## config.mk

```make
export PLATFORM = sky130hd
export DESIGN_NAME = activation_load_sequencer
export DESIGN_NICKNAME = d
export VERILOG_FILES = /design/src/rtl/activation_load_sequencer.sv
export SDC_FILE = /design/constraint.sdc
export NUM_CORES = 1
export LEC_CHECK = 0
export CAP_MARGIN = 40
export CORE_UTILIZATION = 44
export CTS_BUF_LIST = sky130_fd_sc_hd__clkbuf_8
export DETAILED_ROUTE_END_ITERATION = 10
export MAX_ROUTING_LAYER = met4
export PLACE_DENSITY = 0.71
export SYNTH_ARGS = -nofsm -noshare
export SYNTH_HDL_FRONTEND = slang
export SYNTH_SLANG_ARGS = --single-unit
```

## constraint.sdc

```tcl
create_clock -name clk -period 2 [get_ports clk]
set_clock_uncertainty 0.1 [all_clocks]
set_input_delay 0.3 -clock clk [delete_from_list [all_inputs] [get_ports clk]]
set_output_delay 0.3 -clock clk [all_outputs]
set_load 0.05 [all_outputs]
```

## src/rtl/activation_load_sequencer.sv

```systemverilog
// Phase controller for the activation memory: streams one tile of activations
// into memory, waits for the weight path, inserts the index-clear cycle, then
// holds cal high for the calculation window and pulses done.
module activation_load_sequencer #(
    parameter int unsigned SIZE       = 8,
    parameter int unsigned ADDR_WIDTH = $clog2(SIZE * SIZE),
    parameter int unsigned CAL_CYCLES = 3 * SIZE - 1,
    parameter int unsigned CNT_WIDTH  = $clog2(CAL_CYCLES + 1)
) (
    input  logic                  clk,
    input  logic                  rst,
    input  logic                  start,
    input  logic                  abort,
    input  logic                  act_valid,
    input  logic [6:0]            act_data,
    output logic                  act_ready,
    input  logic                  weight_load_done,
    output logic [ADDR_WIDTH-1:0] mem_addr,
    output logic [6:0]            mem_data,
    output logic                  load_mem_done,
    output logic                  cal,
    output logic                  busy,
    output logic                  done
);

    localparam int unsigned TILE = SIZE * SIZE;

    typedef enum logic [2:0] {
        StIdle,
        StLoad,
        StWaitW,
        StPrep,
        StCalc,
        StDone
    } state_e;

    state_e                state_q, state_d;
    logic [ADDR_WIDTH:0]   act_cnt_q, act_cnt_d;
    logic [CNT_WIDTH-1:0]  cal_cnt_q, cal_cnt_d;
    logic                  w_flag_q, w_flag_d;
    logic [ADDR_WIDTH-1:0] mem_addr_q, mem_addr_d;
    logic [6:0]            mem_data_q, mem_data_d;
    logic                  hs;

    // Outputs are pure decodes of the registered state, so no input reaches an output.
    assign act_ready     = (state_q == StLoad);
    assign load_mem_done = !((state_q == StLoad) || (state_q == StWaitW));
    assign cal           = (state_q == StCalc);
    assign busy          = (state_q != StIdle);
    assign done          = (state_q == StDone);
    assign mem_addr      = mem_addr_q;
    assign mem_data      = mem_data_q;

    // Abort wins over a handshake offered in the same cycle.
    assign hs = act_valid & act_ready & ~abort;

    // Next-state, counters, weight flag and write-port capture.
    always_comb begin
        state_d    = state_q;
        act_cnt_d  = act_cnt_q;
        cal_cnt_d  = cal_cnt_q;
        w_flag_d   = w_flag_q;
        mem_addr_d = mem_addr_q;
        mem_data_d = mem_data_q;

        // Weight completion is only remembered while the tile is loading or waiting.
        if (((state_q == StLoad) || (state_q == StWaitW)) && weight_load_done) begin
            w_flag_d = 1'b1;
        end

        if (abort) begin
            state_d = StIdle;
        end else begin
            unique case (state_q)
                StIdle: begin
                    if (start) begin
                        state_d   = StLoad;
                        act_cnt_d = '0;
                        cal_cnt_d = '0;
                        w_flag_d  = 1'b0;
                    end
                end
                StLoad: begin
                    if (hs) begin
                        mem_addr_d = act_cnt_q[ADDR_WIDTH-1:0];
                        mem_data_d = act_data;
                        act_cnt_d  = act_cnt_q + (ADDR_WIDTH + 1)'(1);
                        if (act_cnt_q == (ADDR_WIDTH + 1)'(TILE - 1)) begin
                            state_d = StWaitW;
                        end
                    end
                end
                StWaitW: begin
                    if (w_flag_q || weight_load_done) begin
                        state_d = StPrep;
                    end
                end
                // One cycle with writes disabled and cal low clears the compensation index.
                StPrep: begin
                    state_d = StCalc;
                end
                StCalc: begin
                    cal_cnt_d = cal_cnt_q + CNT_WIDTH'(1);
                    if (cal_cnt_q == CNT_WIDTH'(CAL_CYCLES - 1)) begin
                        state_d = StDone;
                    end
                end
                StDone: begin
                    state_d = StIdle;
                end
                default: begin
                    state_d = StIdle;
                end
            endcase
        end
    end

    // State and datapath registers with asynchronous reset.
    always_ff @(posedge clk or posedge rst) begin
        if (rst) begin
            state_q    <= StIdle;
            act_cnt_q  <= '0;
            cal_cnt_q  <= '0;
            w_flag_q   <= 1'b0;
            mem_addr_q <= '0;
            mem_data_q <= '0;
        end else begin
            state_q    <= state_d;
            act_cnt_q  <= act_cnt_d;
            cal_cnt_q  <= cal_cnt_d;
            w_flag_q   <= w_flag_d;
            mem_addr_q <= mem_addr_d;
            mem_data_q <= mem_data_d;
        end
    end

endmodule

```

**After elaboration in Yosys (flattened, before gate mapping)**

Index checks and enable logic that the tools add are counted.

- Flip-flop bits (word level): 29
- Bits of input ports: 13
- Output and inout port bits: 18
- Word-level logic and storage cells: 53

- $add $sub $neg: 2
- Equal/unequal tests: 14
- Multiplexer cells: 16
- Bitwise gates (word level): 3
- Reductions and logical operators: 12

Operators by type and width:

| kind | number |
|---|---|
| $mux 3 | 6 |
| $pmux 3 s5 | 1 |
| $mux 7 | 2 |
| $pmux 7 s2 | 1 |
| $ne 3x2->1 const B | 4 |
| $pmux 5 s2 | 1 |
| $add 7x1->7 const B | 1 |
| $eq 7x6->1 const B | 1 |
| $eq 3x2->1 const B | 2 |
| $eq 3x3->1 const B | 2 |
| $reduce_and 3->1 | 2 |
| $add 5x1->5 const B | 1 |
| $eq 5x5->1 const B | 1 |
| $mux 5 | 1 |
| $reduce_and 5->1 | 1 |
| $mux 1 | 4 |
| $reduce_and 4->1 | 1 |
| $reduce_bool 2->1 | 2 |
| $eq 3x1->1 const B | 1 |
| $logic_not 3->1 | 1 |
| $ne 3x3->1 const B | 1 |
| $reduce_bool 3->1 | 1 |
| $and 1x1->1 | 2 |
| $logic_or 1x1->1 | 2 |
| 5 further kinds | 5 |

**Depth between registers and ports, before layout**

Gate-level depths: netlist (run 1).

- Word-level depth: 7
- Mapped depth: 6
- Depth with buffers taken out: 5

**Worst setup path before layout (run 1)**

Ideal clock, no wire load.

- Path type: register to register
- Start point: register state_q[1]
- End point: register act_cnt_q[5]
- Setup time: 0.116 ns
- Arrival: 1.695 ns
- Slack: 0.090 ns
- Cell stages (with the launch flop): 5
- Buffers on the path: 0
- Clock period less this slack: 1.910 ns
- Path through: dfrtp_1 -> nand2b_1 -> nor2_1 -> nand3_1 -> o311ai_0

- Word-level cells in the longest chain between the ends: 5

RTL lines:

| what | line | text |
|---|---|---|
| from (decl) | 37 | `state_e state_q, state_d;` |
| from (signal assigned) | 121 | `state_q <= StIdle;` |
| from (signal assigned) | 128 | `state_q <= state_d;` |
| $eq 3x1->1 * | 46 | `assign act_ready = (state_q == StLoad);` |
| net act_ready | 16 | `output logic act_ready,` |
| $and 1x1->1 (2 in series) | 55 | `assign hs = act_valid & act_ready & ~abort;` |
| $ne 2x1->1 (no line) | n/a |  |
| $reduce_and 4->1 (no line) | n/a |  |
| to (signal assigned) | 129 | `act_cnt_q <= act_cnt_d;` |
| to (decl) | 38 | `logic [ADDR_WIDTH:0] act_cnt_q, act_cnt_d;` |

Mark *: on every way through the listed nets, which the timed path passes. The rest lies on a longest branch.
A chain may end at the register's enable or synchronous reset.

**Worst setup path after layout (run 1)**

- Start point: register state_q[1]
- End point: output port load_mem_done

- Word-level cells in the longest chain between the ends: 3

RTL lines:

| what | line | text |
|---|---|---|
| $eq 3x1->1 or $eq 3x2->1 (tied branches) | 47 | `assign load_mem_done = !((state_q == StLoad) \|\| (state_q == StWaitW));` |
| $logic_or 1x1->1 * | 47 |  |
| $logic_not 1->1 * | 47 |  |
| to (decl) | 20 | `output logic load_mem_done,` |

Mark *: on every way between the ends. The rest lies on a longest branch, timed or not.

==> flow_summary.yaml, run 1 <==
status:
  status: "finished with violations"
  failed_checks: "DRC"
critical_path:
  ff2ff_setup_slack_ns: 0.33
  critPathMaxFanout: 8
  endpoint_kind: "primary output"
  cp-start-kind: "flip-flop"
  arrival_ns: 1.50
  cp.required_ns: 1.60
  crit_type: "reg2out"
clock_tree:
  clockBufferDepth: 2
  cts_setup_buffers: 0
  post_cts_resized: 0
  htreeDepth: 2
  cts_buffers: 5
  clock_latency_ns: 0.28
  cts_hold_buf: 0
  clk_pin_slew_ns: 0.06
  clock-sinks: 29
  cts_root_buf: "clkbuf_8"
  cts_tree: "done"
route:
  wirelength_um: 2951
  viasPerCell: 5.451
  drt-pass1-iter-count: 7
  drt_iter0_drc: 47
  wl_per_cell_um: 13.06
  ant_nets: 0
  num_vias: 1232
  drc_errors: 5
hold_path:
  min_path_type: "in2async"
global_route:
  grt_max_degree: 30
  grt_pass1_wl_um: 5168
  grt_pass1_vias: 1175
  grt_overflow: 0
  grt_antenna_before_repair: 0
  track_usage_pct: 21.09
die:
  core_area_um2: 2853
  io_pins: 31
  fp.dieH_um: 57.96
  dieArea_um2: 3359
  die_x_um: 57.96
  rows: 19
  start_util_pct: 48.29
finish:
  antenna_cells: 0
  stdcell_count: 226
  fin_nets: 210
  drive_above_1_share_pct: 11.28
  final_common_cell: "nand2_1"
  syn_to_final_growth_pct: 35.51
  mostFrequentLayoutCells: "nand2_1 (47), dfrtp_1 (29), clkdlybuf4s50_1 (25)"
  fin_util_pct: 65.44
placed_design:
  portBuffers: 30
  hpwl_um: 2140
  place_inst: 218
  gp_congestion: 0.8566
sta:
  tns_ns: 0
  fmaxAchievable_mhz: 527.5
  holdWs_ns: 0.2947
  worst_pin_slew_ns: 0.4982
  slew_violations: 0
  slew_headroom_pct: 66.69
  rsz0062_at_grt: "false"
  finalSetupViolCount: 0
  finalCritPeriodShare_pct: 94.78
  hold_violations: 0
  min_period_ns: 1.896
synthesis:
  seq_area_frac_synth_pct: 52.68
  syn_avg_cell_area_um2: 8.888
  synth.top_cell.area_share_pct: 52.68
  synth_top_cell_by_area: "dfrtp_1"
  synth.distinct_cells: 29
  synth_nets: 171
  yosys-top-cells-area: "dfrtp_1 (53%), nand2_1 (13%), o21ai_0 (4.0%)"
  yosysWarnings: 0
  ys_ff_latch: 29
  mappedNetlistArea_um2: 1378
  synth_edf_count: 0
  syn_inst: 155
  synth_flop_cell: "dfrtp_1"
  async_flop_share_pct: 100.0
power:
  leakage_uw: 0.0008972
  ir_worst_vdd_uv: 522.3
  power-per-cell-area_nw_per_um2: 1126
job:
  drv_cap: 0
-- where the power goes --
group	switching, uW	internal, uW	leakage (uW)
clock network	211	235	0.0000491
registers	112	717	0.000384
logic	535	293	0.000464
-- registers in the layout, indices dropped and copies added (netlist names) --
| register | flops |
|---|---|
| mem_data | 7 |
| w_flag_q | 1 |
| mem_addr | 6 |
| act_cnt_q | 7 |
| state_q | 3 |
| cal_cnt_q | 5 |
-- through the flow --
step | worst slack (ns) | total power (uW) | instance area [um^2]
final | 0.1043 | 2103 | 1867
after global routing | 0.03212 | 2219 | 1867
after CTS | 0.05116 | 2123 | 1864
after detailed placement | 0.02490 | 1666 | 1782
after global placement | 0.08490 | 1644 | 1782
after floorplan | 0.08959 | 1348 | 1378
-- final timing paths --
| check | startpoint | endpoint | cells after the start |
|---|---|---|---|
| max | state_q[1] | load_mem_done | 4 |
| min | rst | mem_data[0] | 3 |
| max reg2reg | state_q[2] | state_q[0] | 4 |
| min reg2reg | mem_addr[5] | mem_addr[5] | 2 |
| max in group asynchronous | rst | state_q[0] | 3 |
| min in group clk | mem_addr[5] | mem_addr[5] | 2 |
-- synthesized netlist by cell type (2+ instances only) --
cell	number
inv_1	7
nor3_1	4
xor2_1	2
ha_1	3
buf_2	2
or3_1	2
and3_1	2
a21oi_1	6
nand2b_1	3
xnor2_1	2
dfrtp_1	29
a31oi_1	2
nor2b_1	2
nand3_1	10
nor2_1	8
nand2_1	47
o21ai_0	11
clkbuf_1	2
-- worst max-delay path: stages, from the launching register on --
cell and delay (ns):
dfrtp_1 0.45, nand2b_2 0.28, a21oi_1 0.21, inv_1 0.12, buf_12 0.16
-- per-layer routing --
metal / GRT usage, % / wire, um
met5: - / 0
met4: 10.88 / 53
met3: 5.804 / 201
met2: 31.36 / 1390
met1: 26.35 / 1305
-- layout make-up --
| class | count | area [um^2] |
|---|---|---|
| timing repair buffer | 36 | 382.9 |
| inverter | 7 | 26.28 |
| multi-input combinational | 115 | 610.6 |
| fill | 243 | 985.9 |
| sequential | 29 | 725.7 |
| clock inverter | 3 | 13.76 |
| clock buffer | 5 | 68.82 |
| tap | 31 | 38.79 |
-- cell families (layout without fill, tap and decap cells) --
group           count (synthesis)  count (layout)  synth area share [%]
simple gates                   85              85                 29.43
buf+inv                        11              51                 3.180
fa+ha+maj                       3               3                 2.725
compound gates                 23              23                 9.446
flops                          29              29                 52.68
xor+xnor                        4               4                 2.544
Note: power is estimated with default switching activity, not from simulation.
==> run 2: changes to the inputs <==
CELL_PAD_IN_SITES_DETAIL_PLACEMENT = 0   (was not set)
CELL_PAD_IN_SITES_GLOBAL_PLACEMENT = 1   (was not set)
CORE_UTILIZATION = 38   (was 44)
PLACE_DENSITY = not set   (was 0.71)
PLACE_DENSITY_LB_ADDON = 0.1   (was not set)
==> flow_summary.yaml, run 2 (same netlist as run 1, synthesis figures left out) <==
status:
  status: "finished clean"
clock_tree:
  cts_buffers: 5
  clock-sinks: 29
  cts_tree: "done"
  clock_latency_ns: 0.28
  cts_root_buf: "clkbuf_8"
  cts_setup_buffers: 0
  clk_pin_slew_ns: 0.06
  clockBufferDepth: 2
  htreeDepth: 2
route:
  wirelength_um: 2950
  drt_iter0_drc: 84
  drt-pass1-iter-count: 4
  num_vias: 1166
  wl_per_cell_um: 12.24
  drc_errors: 0
  ant_nets: 0
  viasPerCell: 4.838
power:
  ir_worst_vdd_uv: 614.5
  power-per-cell-area_nw_per_um2: 1179
  power_uw: 2264
  leakage_uw: 0.0009101
job:
  drv_cap: 0
critical_path:
  slowest_delay_ns: 0.46
  arrival_ns: 1.50
  cp.required_ns: 1.60
  cp-start-kind: "flip-flop"
  r2r-start: "state_q[2]"
  endpoint_kind: "primary output"
  crit_chain: "nand2b_2 > nor2_1 > buf_4 > buf_12"
  path_delay_family: "simple AND/OR/NAND/NOR gates"
  critPathMaxFanout: 8
  path_buf_inv: 2
  worstSetupStartpoint: "state_q[1]"
  slowest_stage: "dfrtp_1"
  crit_type: "reg2out"
die:
  rows: 21
  fp.dieH_um: 62.21
  io_pins: 31
  core_area_um2: 3416
  dieArea_um2: 3870
  start_util_pct: 40.33
  die_x_um: 62.21
global_route:
  grt_pass1_vias: 1138
  grt_max_degree: 30
  track_usage_pct: 18.11
  grt_pass1_wl_um: 5313
  grt_antenna_before_repair: 0
  grt_overflow: 0
sta:
  fmaxAchievable_mhz: 526.0
  tns_ns: 0
  rsz0062_at_grt: "false"
  worst_pin_slew_ns: 0.5156
  slew_violations: 0
  slew_headroom_pct: 65.52
  min_period_ns: 1.901
  hold_violations: 0
  finalSetupViolCount: 0
  finalCritPeriodShare_pct: 95.05
hold_path:
  min_path_type: "in2async"
finish:
  syn_to_final_growth_pct: 39.42
  drive_above_1_share_pct: 11.79
  mostFrequentLayoutCells: "nand2_1 (47), dfrtp_1 (28), clkdlybuf4s50_1 (25)"
  antenna_cells: 0
  final_common_cell: "nand2_1"
  fin_nets: 210
placed_design:
  hpwl_um: 2111
  gp_congestion: 0.8225
  portBuffers: 30
[run 2: cell count changes in the layout (fill, tap and decap cells not counted)]
cell,change
dfrtp_2,+1
clkbuf_8,+1
clkinv_2,-2
bufinv_16,+1
dfrtp_1,-1
[run 2: tightest hold or removal path: cells and delay by family]
family	cells	cell delay (ns)
buf+inv	3	0.79
[run 2: report_power, final]
group | internal [uW] | switching (uW)
Combinational | 293 | 528
Clock | 400 | 216
Sequential | 718 | 108
[run 2: cell type report]
type / count / area (um^2)
clock buffer: 6 / 82.58
clock inverter: 2 / 33.78
fill: 331 / 1495
inverter: 7 / 26.28
multi-input combinational: 115 / 610.6
sequential: 29 / 726.9
tap: 46 / 57.56
timing repair buffer: 36 / 382.9
[run 2: repair_timing]
item                                    in CTS  in global routing
resized for setup                            0                  2
hold buffers                                 0                  0
endpoints found under the setup margin       0                  2
[run 2: path summary, 6_finish.rpt]
check                          endpoint  slack [ns]  depth (start not counted)
setup / recovery              act_ready         0.1                          4
hold / removal             cal_cnt_q[1]        0.30                          3
setup reg to reg             state_q[0]        0.32                          4
hold reg to reg             mem_addr[2]        0.37                          2
max in group asynchronous    state_q[0]        1.21                          3
min in group clk            mem_addr[2]        0.37                          2
[run 2: metrics by stage]
step | cell area [um^2] | hold slack [ns] | setup slack (ns) | util, % | cells
2_1_floorplan | 1378 | 0.2631 | 0.08959 | - | 155
3_3_place_gp | 1800 | 0.3556 | 0.07286 | 52.71 | 233
3_5_place_dp | 1800 | 0.3616 | 0.005074 | 52.71 | 233
4_1_cts | 1917 | 0.3060 | 0.05985 | 56.12 | 241
5_1_grt | 1921 | 0.3377 | 0.01938 | 56.23 | 241
6_report | 1921 | 0.2956 | 0.09901 | 56.23 | 241
[run 2: metal layers]
layer  up-vias  track usage, %  part of all wire (%)
met1       544           24.20                    50
met4         0           6.105                   1.5
met3         7           5.331                   3.9
li1        594               -                     -
met2        21           26.24                    45
met5         -               -                     0
